--- src/rtl/smg_loader_pkg.sv ---
// rtl/smg_loader_pkg.sv - shared types and defaults for the smg program loader
// Purpose: loader FSM state encoding plus default frame marker and memory widths.
// Ports: none (package).
package smg_loader_pkg;

   typedef enum logic [3:0] {
      ST_IDLE,
      ST_ADDR_HI,
      ST_ADDR_LO,
      ST_LEN_HI,
      ST_LEN_LO,
      ST_DATA,
      ST_CHECK,
      ST_DONE,
      ST_ERROR
   } loader_state_t;

   localparam logic [7:0] SYNC_BYTE_DEFAULT = 8'hA5;
   localparam int         ADDR_W_DEFAULT    = 16;
   localparam int         DATA_W_DEFAULT    = 8;

endpackage

--- src/rtl/smg_program_loader.sv ---
// rtl/smg_program_loader.sv - framed byte-stream writer that preloads smg memory
// Purpose: parses SYNC, addr(16b BE), len(16b BE), payload and issues one memory
//   write per payload byte; holds the smg core in reset until the image is written.
// Optional feature: LOADER_CHECKSUM_EN adds a trailing checksum byte (CHECK state).
// Ports:
//   clk, reset (sync, active-low)
//   inValid/inByte/inReady          byte stream in, transfer = inValid & inReady
//   memReady/memWriteEnable/memAddress/memWriteData   memory write port
//   cpuReset (active-high to smg), loadDone, loadError (sticky status)
module smg_program_loader
   import smg_loader_pkg::*;
#(
   parameter logic [7:0] SYNC_BYTE = SYNC_BYTE_DEFAULT,
   parameter int         ADDR_W    = ADDR_W_DEFAULT,
   parameter int         DATA_W    = DATA_W_DEFAULT
) (
   input  logic              clk,
   input  logic              reset,
   input  logic              inValid,
   input  logic [DATA_W-1:0] inByte,
   output logic              inReady,
   input  logic              memReady,
   output logic              memWriteEnable,
   output logic [ADDR_W-1:0] memAddress,
   output logic [DATA_W-1:0] memWriteData,
   output logic              cpuReset,
   output logic              loadDone,
   output logic              loadError
);

`ifdef LOADER_CHECKSUM_EN
   localparam loader_state_t AFTER_DATA = ST_CHECK;
   logic [7:0] sum;
`else
   localparam loader_state_t AFTER_DATA = ST_DONE;
   assign loadError = 1'b0;
`endif

   loader_state_t state;
   logic [15:0]   curAddr;
   logic [15:0]   remaining;
   logic          stateReady;
   logic          xfer;

   always_comb begin
      stateReady = 1'b0;
      case (state)
         ST_IDLE, ST_ADDR_HI, ST_ADDR_LO, ST_LEN_HI, ST_LEN_LO, ST_CHECK: stateReady = 1'b1;
         ST_DATA: stateReady = memReady;
         default: stateReady = 1'b0;
      endcase
   end

   // Gated by reset so the loader never advertises readiness while held in reset.
   assign inReady = reset & stateReady;
   assign xfer    = inValid & inReady;

   always_ff @(posedge clk) begin
      if (!reset) begin
         state          <= ST_IDLE;
         curAddr        <= '0;
         remaining      <= '0;
         memWriteEnable <= 1'b0;
         memAddress     <= '0;
         memWriteData   <= '0;
         cpuReset       <= 1'b1;
         loadDone       <= 1'b0;
`ifdef LOADER_CHECKSUM_EN
         loadError      <= 1'b0;
         sum            <= '0;
`endif
      end else begin
         memWriteEnable <= 1'b0;
         case (state)
            ST_IDLE:    if (xfer && inByte[7:0] == SYNC_BYTE) state <= ST_ADDR_HI;
            ST_ADDR_HI: if (xfer) begin
               curAddr[15:8] <= inByte[7:0];
               state         <= ST_ADDR_LO;
            end
            ST_ADDR_LO: if (xfer) begin
               curAddr[7:0] <= inByte[7:0];
               state        <= ST_LEN_HI;
            end
            ST_LEN_HI:  if (xfer) begin
               remaining[15:8] <= inByte[7:0];
               state           <= ST_LEN_LO;
            end
            ST_LEN_LO:  if (xfer) begin
               remaining[7:0] <= inByte[7:0];
`ifdef LOADER_CHECKSUM_EN
               sum            <= '0;
`endif
               // An empty image skips DATA entirely.
               state <= ({remaining[15:8], inByte[7:0]} == 16'd0) ? AFTER_DATA : ST_DATA;
            end
            ST_DATA:    if (xfer) begin
               memWriteEnable <= 1'b1;
               memAddress     <= ADDR_W'(curAddr);
               memWriteData   <= inByte;
               curAddr        <= curAddr + 16'd1;
               remaining      <= remaining - 16'd1;
`ifdef LOADER_CHECKSUM_EN
               sum            <= sum + inByte[7:0];
`endif
               if (remaining == 16'd1) state <= AFTER_DATA;
            end
`ifdef LOADER_CHECKSUM_EN
            ST_CHECK:   if (xfer) begin
               state <= (8'(sum + inByte[7:0]) == 8'h00) ? ST_DONE : ST_ERROR;
            end
            ST_ERROR: begin
               loadError <= 1'b1;
            end
`endif
            // Status lands one cycle after the final strobe; sticky until reset.
            ST_DONE: begin
               loadDone <= 1'b1;
               cpuReset <= 1'b0;
            end
            default: state <= state;
         endcase
      end
   end

endmodule

--- config.mk ---
export PLATFORM = sky130hd
export DESIGN_NAME = smg_program_loader
export DESIGN_NICKNAME = d
export VERILOG_FILES = /design/src/rtl/smg_loader_pkg.sv /design/src/rtl/smg_program_loader.sv
export SDC_FILE = /design/constraint.sdc
export NUM_CORES = 1
export LEC_CHECK = 0
export BUFFER_PORTS_ARGS = -buffer_cell sky130_fd_sc_hd__buf_2
export CAP_MARGIN = 15
export CORE_ASPECT_RATIO = 0.6
export CORE_UTILIZATION = 38
export CTS_CLUSTER_DIAMETER = 50
export DETAILED_ROUTE_END_ITERATION = 7
export GPL_TIMING_DRIVEN = 0
export PLACE_DENSITY = 0.56
export SLEW_MARGIN = 10
export SYNTH_ARGS = -nofsm -noshare
export SYNTH_HDL_FRONTEND = slang
export SYNTH_SLANG_ARGS = --single-unit
--- constraint.sdc ---
create_clock -name clk -period 4.6 [get_ports clk]
set_input_delay 0.92 -clock clk [delete_from_list [all_inputs] [get_ports clk]]
set_output_delay 0.92 -clock clk [all_outputs]
set_load 0.1 [all_outputs]
# --- Yosys cells after proc, flatten, opt, wreduce, memory -nomap -nowiden ---
# Cells that the tools add are included.
classes:
  add_sub_neg: 2
  n_mul: 0
  div_mod_pow: 0
  magnitude_cmp: 0
  eq_ne: 16
  shift: 0
  muxes: 18
  n_bitwise: 2
  reduce_logical: 16
op_table:
  columns: ["op", "n"]
  rows:
  - ["one-hot mux 8 bit (2 select lines)", 4]
  - ["two-way mux 16 bit", 2]
  - ["two-way mux 4 bit", 7]
  - ["one-hot mux 4 bit (6 select lines)", 1]
  - ["adder 16 x 1 -> 16 bit, second input constant", 1]
  - ["equality test 16 x 1 -> 1 bit, second input constant", 1]
  - ["equality test 4 x 3 -> 1 bit, second input constant", 4]
  - ["logical NOT 16 bit", 1]
  - ["subtractor 16 x 1 -> 16 bit, second input constant", 1]
  - ["!= test 2 bit, second input constant", 7]
  - ["AND reduction 3 bit", 4]
  - ["equality test 4 x 2 -> 1 bit, second input constant", 2]
  - ["equality test 8 bit, second input constant", 1]
  - ["two-way mux 8 bit", 1]
  - ["AND reduction 8 bit", 1]
  - ["nonzero test 2 bit", 4]
  - ["nonzero test 6 bit", 1]
  - ["OR reduction 6 bit", 1]
  - ["equality test 4 x 1 -> 1 bit, second input constant", 1]
  - ["logical NOT 4 bit", 1]
  - ["AND reduction 2 bit", 2]
  - ["bitwise AND 1 bit", 2]
  - ["two-way mux 2 bit", 1]
  - ["one-hot mux 1 bit (2 select lines)", 1]
  - ["other kinds (2)", 2]
totals:
  register_bits: 63
  latchBits: 0
  ramBits: 0
  mem_bits_ro: 0
  input_bits: 12
  out_inout_bits: 29
  n_memories: 0

# --- Longest topological paths before layout ---
depth:
  depth_word: 8
  depth_mapped: 8
  depth_no_buf: 6

# --- Worst setup path after synthesis ---
# OpenSTA, ideal clock, no wires.
synth_path:
  kind: "in2out"
  from: "input port reset"
  to: "output port inReady"
  t_arrival_ps: 2925
  required_time_ps: 3680
  slack_ps: 755
  path_stages: 5
  n_path_buf: 3
  cell_sequence: "clkbuf_1 > inv_1 > clkbuf_1 > clkbuf_1 > nor2_1"
synth_between:
  elab_chain_len: 1
synth_rtl:
  columns: ["item", "line_no", "text"]
  rows:
  - ["from (decl)", "smg_program_loader.sv:18", "input logic reset,"]
  - ["bitwise AND 1 bit", "smg_program_loader.sv:55", "assign inReady = reset & stateReady;"]
  - ["to (decl)", "smg_program_loader.sv:21", "output logic inReady,"]
# No other way between the ends.

# --- Worst setup path after layout ---
# Same ends and word-level chain as after synthesis.

==> metrics.md <==
| Metric | Value |
|---|---|
| Run status | complete, no violations |
| Vias per std cell | 5.88 |
| First-pass GRT wire length | 16.1 mm |
| Post-Layout Inst Area | 0.00387 sq mm |
| Ys flop type | dfxtp_1 |
| Async set-or-reset flop fraction in the synthesized netlist | 0% |
| Worst r2r dst | remaining[8]$_SDFFE_PN0P_ |
| Top Ports | 41 |
| FP Rows | 25 |
| Register Area | 0.00124 sq mm |
| Post-synthesis instance area | 0.00320 sq mm |
| Latest clock arrival within the worst-skew pair | 0.34 ns |
| Total grt overflow | 0 |
| Cell Count, Final, Fillers Out | 580 |
| Clk buf depth | 2 |
| Yosys reg bits | 62 |
| Post-synth EDFFs | 0 |
| Worst hold stages | 2 |
| Die area | 0.00881 sq mm |
| CTS sink count | 62 |
| Initial antenna violation count | 0 |
| Fmax | 0.266 GHz |
| Root buf cell | clkbuf_16 |
| Layout cells sized above 1 | 14.6% |
| Drt drc | 0 |
| Via count | 3,413 |
| CP endpoint kind | output port |
| Yosys warns | 0 |
| RSZ-0062 raised after global routing | no |
| Max FO, Critical Path | 10 |
| Peak VDD IR | 187 uV |
| Tcrit/Tclk final | 81.6% |
| Fillers | 828 |
| Measured slew at the worst slew-check pin | 0.862 ns |
| Hold EP | cpuReset$_SDFFE_PN1N_ |
| Commonest non-fill, non-tap cell in the layout | nand2_1 |
| Final Hold Fails | 0 |
| # resized after CTS | 0 |
| Internal reg-to-reg setup slack | 2.27 ns |
| Final clock skew | 0.00668 ns |
| Largest net degree at the start of global routing | 11 |
| WS Path Type | input port to output port |
| HPWL Detailed | 7.48 mm |
| Mean area per synthesized cell | 7.66 sq um |
| Total power | 1.36 mW |
| CP Launch Type | input port |
| CTS Buf Count | 9 |
| DP Area | 0.00353 sq mm |
| GPL Wtd Cong | 0.925 |
| WL per Instance | 17.7 um |
| Max-cap violation count | 0 |
| Area occupied by multi-input gates | 0.00179 sq mm |
| Hold_buf cts | 0 |
| Die Width | 120 um |
| Worst r2r path cells | 7 |
| FF-to-FF Start | state[0]$_SDFFE_PN0P_ |
| Slew Limit Fails | 0 |
| Hold Path Class | flip-flop to flip-flop |
| Hold WS | 0.434 ns |
| Data required, critical path | 3.68 ns |
| Worst EP arrival | 2.83 ns |
| CTS tree | yes |
| Net count, final | 482 |
| Syn Inst Count | 418 |
| Final Setup Violations | 0 |
| Worst rel slew slack | 42.0% |
| DRT antenna net count | 0 |
| Starting Density | 40.0% |
| Most frequent cells in the layout | nand2_1, dfxtp_1, a21oi_1 |
| Core Area | 0.00801 sq mm |
| Sequential area share after synthesis | 38.8% |
| Clock transition at path regs | 0.05 ns |
| 1st-iter DRT viols | 376 |
| Vias in the first global route | 2,937 |
| Leakage | 1.43 nW |
| Die Span Y | 73.1 um |
| Placed Instances | 564 |
| Htree depth | 3 |
| Syn_nets | 433 |
| Initial DRT Pass Iterations | 5 |
| Final core utilization | 48.3% |
| Hold_sp | cpuReset$_SDFFE_PN1N_ |
| All-Layer GR Usage | 24.5% |
| Final Critical Period | 3.75 ns |
| Setup Fix Bufs, Post-CTS | 0 |
| P&R area growth vs syn | 20.8% |
| Setup TNS | 0 ns |
| Setup ws final | 0.845 ns |
| Yosys cell types | 58 |
| Routed WL | 10.3 mm |
| Pre-CTS setup slack | 0.893 ns |
| N_diodes | 0 |
| Port-buffer cells | 38 |
| Power density over the cells | 351 mW/mm^2 |
where the power goes:
| group | total, mW | switching (mW) | internal (mW) | leakage (nW) |
|---|---|---|---|---|
| Combinational | 0.0577 | 0.0429 | 0.0148 | 0.767 |
| Clock | 0.759 | 0.242 | 0.517 | 0.166 |
| Sequential | 0.540 | 0.00121 | 0.539 | 0.499 |
| Total | 1.36 | 0.286 | 1.07 | 1.43 |
layer usage:
layer | track usage [%] | share of wire (%)
met1 | 36.3 | 50
met4 | 6.72 | 0.70
met3 | 8.75 | 11
met2 | 32.6 | 38
met5 | 0 | 0
logic make-up after synthesis:
kind of cell             Yosys count  share of synthesized area, %
AND/OR/NAND/NOR                  178                          28.8
flip-flops                        62                          38.8
adder cells (fa/ha/maj)            3                          1.17
other                              1                         0.117
buffers and inverters             41                          5.39
AO/OA/AOI/OAI                    131                          25.1
multiplexers                       2                         0.665
state kept, by name, indices dropped and copies added, names as in the netlist:
name / flops
memAddress: 16
state: 3
loadDone: 1
memWriteEnable: 1
curAddr: 16
memWriteData: 8
cpuReset: 1
remaining: 16
worst max-delay path, cell delays in order:
cell and delay (ns):
buf_2 0.12, clkbuf_1 0.43, inv_1 0.11, clkbuf_1 0.26
clkbuf_1 0.37, nor2_1 0.17, buf_2 0.43
final cells by class:
cell class              instances  area share [%]
plain buffers                  31            3.49
clock buffers                  13            6.99
clock inverters                 3            1.68
inverters                      10           0.971
multi-input cells             315            46.4
flip-flops and latches         62            32.1
well taps                     108            3.49
repair buffers                 38            4.92
how the worst max path moves through the flow:
stage	from	endpoint	slack, ns	cells past startpoint
6_report	reset	inReady	0.85	7
2_1_floorplan	reset	inReady	0.75	5
3_3_place_gp	reset	inReady	0.88	7
3_5_place_dp	reset	inReady	0.89	7
5_1_grt	reset	inReady	0.75	7
4_1_cts	reset	inReady	0.89	7
synthesized netlist by cell type, types with 4 or more instances:
cell / n / area (sq um)
a311oi_1: 4 / 35.0
nor3b_1: 4 / 30.0
o21ai_0: 25 / 125
o31ai_1: 5 / 37.5
dfxtp_1: 62 / 1240
inv_1: 9 / 33.8
nor2b_1: 6 / 37.5
a211oi_1: 4 / 30.0
buf_2: 5 / 25.0
clkbuf_1: 23 / 86.3
o22ai_1: 6 / 37.5
nor2_1: 22 / 82.6
nor3_1: 12 / 60.1
or4_1: 6 / 45.0
a31oi_1: 12 / 75.1
nor4_1: 7 / 43.8
and2_1: 8 / 50.1
nand4_1: 8 / 50.1
nand2_1: 72 / 270
nand3_1: 6 / 30.0
a21oi_1: 48 / 240
o21a_1: 4 / 30.0
No activity file was read; power rests on OpenSTA's default activity.
